`config.mk`:
```
export PLATFORM = sky130hd
export DESIGN_NAME = seq_detector_param
export DESIGN_NICKNAME = d
export VERILOG_FILES = /design/src/rtl/seq_det_pkg.sv /design/src/rtl/sat_counter.sv /design/src/rtl/seq_detector_param.sv
export SDC_FILE = /design/constraint.sdc
export NUM_CORES = 1
export LEC_CHECK = 0
export ABC_AREA = 1
export CAP_MARGIN = 20
export CORE_MARGIN = 1.5
export CORE_UTILIZATION = 52
export CTS_CLUSTER_SIZE = 16
export DETAILED_ROUTE_END_ITERATION = 12
export GPL_TIMING_DRIVEN = 0
export PLACE_DENSITY_LB_ADDON = 0.25
export SLEW_MARGIN = 20
export SYNTH_ARGS = -nofsm -noshare
export SYNTH_HDL_FRONTEND = slang
export SYNTH_SLANG_ARGS = --single-unit
```
`constraint.sdc`:
```
create_clock -name clk -period 1.6 [get_ports clk]
set_input_delay 0.16 -clock clk [delete_from_list [all_inputs] [get_ports clk]]
set_output_delay 0.16 -clock clk [all_outputs]
set_load 0.01 [all_outputs]
```
`src/rtl/seq_det_pkg.sv`:
```
// Shared constants and helpers for the parametrised serial sequence detector.
// Holds the reset-time default pattern, fill-width sizing and saturating increment.
package seq_det_pkg;

    localparam int         DEFAULT_PAT_W   = 6;
    localparam logic [5:0] DEFAULT_PATTERN = 6'b110101;

    // Fill counter must represent 0..pat_w inclusive.
    function automatic int fill_width(input int pat_w);
        return $clog2(pat_w + 1);
    endfunction

    // Increment value, holding at the all-ones value of a width-bit counter.
    function automatic logic [31:0] sat_inc(input logic [31:0] value, input int width);
        logic [31:0] max_val;
        max_val = (width >= 32) ? 32'hFFFF_FFFF : ((32'd1 << width) - 32'd1);
        return (value >= max_val) ? value : value + 32'd1;
    endfunction

endpackage

```
`src/rtl/sat_counter.sv`:
```
// Saturating up-counter used for the match count; holds at 2^W-1.
// Widths up to 32 bits are supported by the shared increment helper.
module sat_counter
    import seq_det_pkg::*;
#(
    parameter int W = 8
) (
    input  logic         clk,
    input  logic         reset,
    input  logic         inc,
    output logic [W-1:0] cnt
);

    logic [W-1:0] cnt_reg;
    logic [W-1:0] cnt_next;

    always_comb begin
        cnt_next = cnt_reg;
        if (inc) begin
            cnt_next = W'(sat_inc(32'(cnt_reg), W));
        end
    end

    always_ff @(posedge clk) begin
        if (reset) begin
            cnt_reg <= '0;
        end else begin
            cnt_reg <= cnt_next;
        end
    end

    assign cnt = cnt_reg;

endmodule

```
`src/rtl/seq_detector_param.sv`:
```
// Serial sequence detector: compares the last PAT_W valid bits against a
// runtime-loadable pattern and emits a registered one-cycle match pulse.
module seq_detector_param
    import seq_det_pkg::*;
#(
    parameter int               PAT_W   = DEFAULT_PAT_W,
    parameter logic [PAT_W-1:0] PATTERN = PAT_W'(DEFAULT_PATTERN),
    parameter int               CNT_W   = 8
) (
    input  logic             clk,
    input  logic             reset,
    input  logic             d_in,
    input  logic             d_valid,
    input  logic             overlap_en,
    input  logic             pat_load,
    input  logic [PAT_W-1:0] pat_in,
    output logic             q_out,
    output logic [CNT_W-1:0] match_cnt,
    output logic             armed
);

    localparam int               FILL_W    = fill_width(PAT_W);
    localparam logic [FILL_W-1:0] FILL_FULL = FILL_W'(PAT_W);

    logic [PAT_W-1:0]  sr_reg, sr_next;
    logic [PAT_W-1:0]  pat_reg, pat_next;
    logic [FILL_W-1:0] fill_reg, fill_next;
    logic              q_reg, q_next;

    logic [PAT_W-1:0]  sr_shift;
    logic [PAT_W-1:0]  bit_eq;
    logic [FILL_W-1:0] fill_inc;
    logic              pattern_eq;
    logic              hit;

    // Oldest bit lives at the MSB; each bit also compares against its pattern slot.
    genvar gi;
    generate
        for (gi = 0; gi < PAT_W; gi++) begin : g_bits
            if (gi == 0) begin : g_lsb
                assign sr_shift[gi] = d_in;
            end else begin : g_upper
                assign sr_shift[gi] = sr_reg[gi-1];
            end
            assign bit_eq[gi] = ~(sr_shift[gi] ^ pat_reg[gi]);
        end
    endgenerate

    assign pattern_eq = &bit_eq;
    assign fill_inc   = (fill_reg == FILL_FULL) ? FILL_FULL : fill_reg + FILL_W'(1);
    assign hit        = d_valid && !pat_load && (fill_inc == FILL_FULL) && pattern_eq;

    always_comb begin
        sr_next   = sr_reg;
        pat_next  = pat_reg;
        fill_next = fill_reg;
        q_next    = 1'b0;
        if (pat_load) begin
            // A load restarts detection; the bit presented this cycle is dropped.
            pat_next  = pat_in;
            sr_next   = '0;
            fill_next = '0;
        end else if (d_valid) begin
            sr_next   = sr_shift;
            fill_next = (hit && !overlap_en) ? '0 : fill_inc;
            q_next    = hit;
        end
    end

    always_ff @(posedge clk) begin
        if (reset) begin
            sr_reg   <= '0;
            pat_reg  <= PATTERN;
            fill_reg <= '0;
            q_reg    <= 1'b0;
        end else begin
            sr_reg   <= sr_next;
            pat_reg  <= pat_next;
            fill_reg <= fill_next;
            q_reg    <= q_next;
        end
    end

    sat_counter #(
        .W(CNT_W)
    ) u_match_cnt (
        .clk   (clk),
        .reset (reset),
        .inc   (hit),
        .cnt   (match_cnt)
    );

    assign q_out = q_reg;
    assign armed = (fill_reg == FILL_FULL);

endmodule

```
# Word level (Yosys, flattened, before mapping)
# Index checks and enable logic that the tools add are counted.
# W data, S select, Z words.
dict set report word_totals {
  regBits 23
  in_bits 12
  out_inout_bits 10
  elab_cells 36
}
dict set report classes {
  addsub 2
  magnitude_cmp 1
  eq_ne 2
  n_mux 2
  n_bitwise 14
  reduce_logical 10
}
# op count
set ops {}
lappend ops {{$add A8 B1 Y8 const B} 1}
lappend ops {{$ge A8 B8 Y1 const B} 1}
lappend ops {{$not A1 Y1} 8}
lappend ops {{$eq A3 B3 Y1 const B} 2}
lappend ops {{$mux W3} 2}
lappend ops {{$reduce_and A6 Y1} 1}
lappend ops {{$xor A1 B1 Y1} 6}
lappend ops {{$logic_and A1 B1 Y1} 4}
lappend ops {{$add A3 B1 Y3 const B} 1}
lappend ops {{$reduce_or A3 Y1} 1}
lappend ops {{$logic_not A1 Y1} 2}
lappend ops {{$reduce_and A2 Y1} 1}
lappend ops {{$reduce_or A2 Y1} 1}

# Logic depth before layout (Yosys ltp)
dict set report depth {
  word_depth 7
  ltp_mapped 9
}

# Cells and area by module
# From an unflattened synthesis, not the netlist that was laid out.
dict set report unflattened {
  cells_unflattened 185
  area_unflattened_um2 1267.5
}
# module instances cells_per_inst area_per_inst_um2
set modules_own_cells {}
lappend modules_own_cells {seq_detector_param 1 115 782.0}
lappend modules_own_cells {sat_counter 1 70 485.5}

# Worst setup path after synthesis
# No wires, ideal clock.
dict set report synth_path {
  path_type {flip-flop to flip-flop}
  startpoint {register fill_reg[0]}
  endpoint {register u_match_cnt.cnt_reg[6], in the netlist u_match_cnt.cnt[6]}
  setup_time_ns 0.117
  arrival_time_ns 1.312
  setup_slack_ns 0.171
  stages_incl_launch_ff 9
  path_cell_list {dfxtp_1 > inv_1 > ha_1 > o21ai_1 > nand2_2 > nor2_8 > nand3_4 > nand2_1 > a21oi_1}
}
dict set report synth_via {
  elab_chain_len 6
  word_cells_on_any_way 7
}
# item line_no
set synth_rtl {}
lappend synth_rtl {{from (decl)} seq_detector_param.sv:27} ;# logic [FILL_W-1:0] fill_reg, fill_next;
lappend synth_rtl {{from (signal assigned)} seq_detector_param.sv:79} ;# fill_reg <= fill_next;
lappend synth_rtl {{$add A3 B1 Y3 or $eq A3 B3 Y1 (tied branches)} seq_detector_param.sv:50} ;# assign fill_inc = (fill_reg == FILL_FULL) ? FILL_FULL : fill_reg + FILL_W'(1);
lappend synth_rtl {{$mux W3 *} seq_detector_param.sv:50}
lappend synth_rtl {{$eq A3 B3 Y1 *} seq_detector_param.sv:51} ;# assign hit = d_valid && !pat_load && (fill_inc == FILL_FULL) && pattern_eq;
lappend synth_rtl {{$logic_and A1 B1 Y1 * (2 in a row)} seq_detector_param.sv:51}
lappend synth_rtl {{$reduce_and A2 Y1 (no line) *} --}
lappend synth_rtl {{to (signal assigned)} sat_counter.sv:28} ;# cnt_reg <= cnt_next;
lappend synth_rtl {{to (decl)} sat_counter.sv:14} ;# logic [W-1:0] cnt_reg;
# Mark *: on every way between the ends. The rest lies on a longest branch, timed or not.
# A chain may end at the register's enable or synchronous reset.

# Worst setup path after layout
dict set report layout_path {
  startpoint {register u_match_cnt.cnt_reg[6], in the netlist u_match_cnt.cnt[6]}
  endpoint {output match_cnt[6]}
}
# item line_no
set layout_lines {}
lappend layout_lines {{to (decl)} seq_detector_param.sv:18} ;# output logic [CNT_W-1:0] match_cnt,
# No word-level cell between the ends.

==> impl_metrics.csv <==
group,metric,value,unit
status,status,"finished, final reports clean",
sta,fin_hold_ws,0.415,ns
global_routing,grt_use_total,0.232,
sta,setup_viol,0,
clocking,cts.hold.buffers_added,0,
synthesis,synthDistinctLibCells,25,
worst_setup_path,r2r_cells,8,
cells_and_area,largest_reg_flops,8,
worst_setup_path,cp-end-kind,"output pin",
sta,fin_ws,0.0586,ns
worst_setup_path,timing.rr.start,"fill_reg[0]",
min_path,hold_depth,3,
cells_and_area,seqCellArea,463,um2
cells_and_area,fillCellCount,198,
min_path,min_from,"pat_in[4]",
cells_and_area,num_antenna_cells,0,
sta,fin_crit,1.54,ns
synthesis,ys_seq_area_frac,0.356,
sta,worst_pin_slew,0.491,ns
cells_and_area,layout.cells.non_filler,239,
worst_setup_path,rrSetupSlack,0.11,ns
drt,vias_per_cell,5.38,
cells_and_area,multiInputGateArea,758,um2
cells_and_area,nets,227,
floorplan,start_util,0.569,
worst_setup_path,cpPeakStageDelay,0.58,ns
drt,wl_per_cell,12.3,um
global_routing,grt_max_degree,13,
flow_run,cap_violations,0,
worst_setup_path,start_kind,"flip-flop",
min_path,hold_class,"in2reg",
placed_design,port_buffers,21,
worst_setup_path,path_cells,"clkdlybuf4s50_1",
worst_setup_path,crit_type,"reg2out",
sta,finalCritPeriodShare,0.963,
sta,max_freq,0.649,GHz
floorplan,fp.dieW,52.9,um
clocking,cts_root_buffer,"clkbuf_4",
clocking,htree_num_levels,1,
power,vdd.ir_drop.worst,0.000485,V
min_path,hold_end,"pat_reg[4]",
synthesis,avgSynthCellArea,7.00,um2
global_routing,grt.overflow.total,0,
drt,final_antenna_net_count,0,
drt,dr.pass1.iters,4,
placed_design,gp_congestion,0.829,
placed_design,dp_hpwl,2160,um
drt,vias,1286,
synthesis,syn_nets,200,
worst_setup_path,worstReg2RegEnd,"u_match_cnt.cnt[3]",
worst_setup_path,crit_buf_inv,1,
synthesis,ys_ff_latch,23,
power,leakage,0.733,nW
floorplan,row_count,17,
clocking,numCtsBuffers,3,
synthesis,synth-warning-count,0,
clocking,clkLatencyLatePin,0.31,ns
worst_setup_path,arrival,1.38,ns
clocking,cts_tree,"built",
floorplan,dieHeight,52.9,um
drt,drt_iter0_drc,24,
worst_setup_path,cp-startpoint,"u_match_cnt.cnt[6]",
drt,routed_wirelength,2940,um
synthesis,synthesis.area,0.00129,mm2
global_routing,grt_pass1_wl,4730,um
placed_design,dpl.cell_count,234,
floorplan,die-area,0.00280,mm2
worst_setup_path,crit_fanout,6,
clocking,clock_sinks,23,
cells_and_area,drive_gt1_frac,0.142,
power,p_per_area,631,mW/mm2
sta,fin_worst_skew,0.00168,ns
floorplan,core_area,0.00228,mm2
clocking,clk_pin_slew,0.12,ns
global_routing,antenna_found_initial,0,
floorplan,pin_count,22,
clocking,clock_path_buffers,2,
sta,maxSlewHeadroom,0.672,
worst_setup_path,crit_slowest_cell,"clkdlybuf4s50_1",
placed_design,place_ws,-0.0610,ns
drt,drc_errors,0,
synthesis,netlist_instances,185,
worst_setup_path,cp_top_family,"buffers and inverters",
power,finalPower,1.01,mW
worst_setup_path,cp.required,1.44,ns
global_routing,first_global_vias,1139,
sta,slew_viol_final,0,
cells_and_area,utilization,0.705,
sta,hold_viol,0,
cells_and_area,syn_to_final_growth,24.0,%
-- cells in the final DEF (no fill, tap or decap), types with 2 or more instances in the layout --
cell type	n
clkbuf_4	3
xor2_1	3
nand2_1	54
nand2_2	5
nand3_1	7
nand4_1	9
dfxtp_2	2
ha_1	2
inv_2	7
dfxtp_1	21
clkinv_1	2
o21ai_0	12
nor2_1	8
nand3b_1	2
clkdlybuf4s50_1	20
nor2_4	2
a21oi_1	18
inv_1	18
nor2_8	2
-- per-layer routing --
| metal | up-vias | part of all wire | track usage |
|---|---|---|---|
| li1 | 654 | - | - |
| met1 | 601 | 0.43 | 0.251 |
| met2 | 26 | 0.53 | 0.452 |
| met3 | 5 | 0.028 | 0.0254 |
| met4 | 0 | 0.013 | 0.0855 |
| met5 | - | 0 | 0 |
-- repair_timing --
| action | CTS | global route |
|---|---|---|
| pin swaps | 3 | 0 |
| setup buffers | 0 | 0 |
| setup endpoints to repair | 9 | 9 |
| gates resized for setup | 5 | 3 |
| gates cloned | 1 | 0 |
-- worst max-delay path by stage --
| stage | cells after the start | endpoint | slack [ns] |
|---|---|---|---|
| 2_1_floorplan | 8 | u_match_cnt.cnt[6] | 0.17 |
| 3_3_place_gp | 9 | fill_reg[1] | -0.03 |
| 3_5_place_dp | 10 | u_match_cnt.cnt[0] | -0.06 |
| 4_1_cts | 9 | u_match_cnt.cnt[0] | 0.03 |
| 5_1_grt | 8 | u_match_cnt.cnt[4] | -0.007 |
| 6_report | 1 | match_cnt[6] | 0.06 |
-- synthesized netlist by cell type --
master	instances	area, um2
nand3_4	1	17.5
clkinv_1	2	7.51
nand4_1	9	56.3
nand2_2	6	37.5
nor2_8	2	40.0
nand4_4	1	21.3
nand2_1	54	203
xor2_1	3	26.3
dfxtp_1	23	460
nor2_2	1	6.26
a21oi_1	18	90.1
o211ai_1	1	7.51
ha_1	3	37.5
inv_2	6	22.5
nor2_4	1	11.3
o21ai_1	1	5.00
inv_1	19	71.3
o21ai_0	12	60.1
nand3b_1	2	15.0
xnor2_1	1	8.76
buf_4	1	7.51
buf_2	1	5.00
a21boi_1	1	7.51
nor2_1	8	30.0
nand3_1	8	40.0
-- tightest hold or removal path, cell delays in order --
cell and delay, ns:
clkdlybuf4s50_1 0.40, nand2_1 0.07, nand3_1 0.07
-- metrics by stage --
stage          instance area (um2)  TNS (ns)
2_1_floorplan                 1290         0
3_3_place_gp                  1540   -0.0533
3_5_place_dp                  1540    -0.404
4_1_cts                       1600         0
5_1_grt                       1610  -0.00932
6_report                      1610         0
-- final cells by class --
class,instances,area share
plain buffers,2,0.00779
clock buffers,4,0.0164
inverters,27,0.0631
multi-input cells,134,0.472
flip-flops and latches,23,0.288
well taps,28,0.0218
repair buffers,21,0.130
-- power by group --
part	total (mW)	internal, mW	switching, mW
clock	0.271	0.0976	0.173
combinational	0.138	0.0592	0.0784
sequential	0.604	0.590	0.0137
-- cells by family after synthesis --
group                    after synthesis  synth area share
AO/OA/AOI/OAI                         33             0.131
flip-flops                            23             0.356
buffers and inverters                 29            0.0879
adder cells (fa/ha/maj)                3            0.0290
XOR/XNOR                               4            0.0271
AND/OR/NAND/NOR                       93             0.369
No activity file was read; power rests on OpenSTA's default activity.
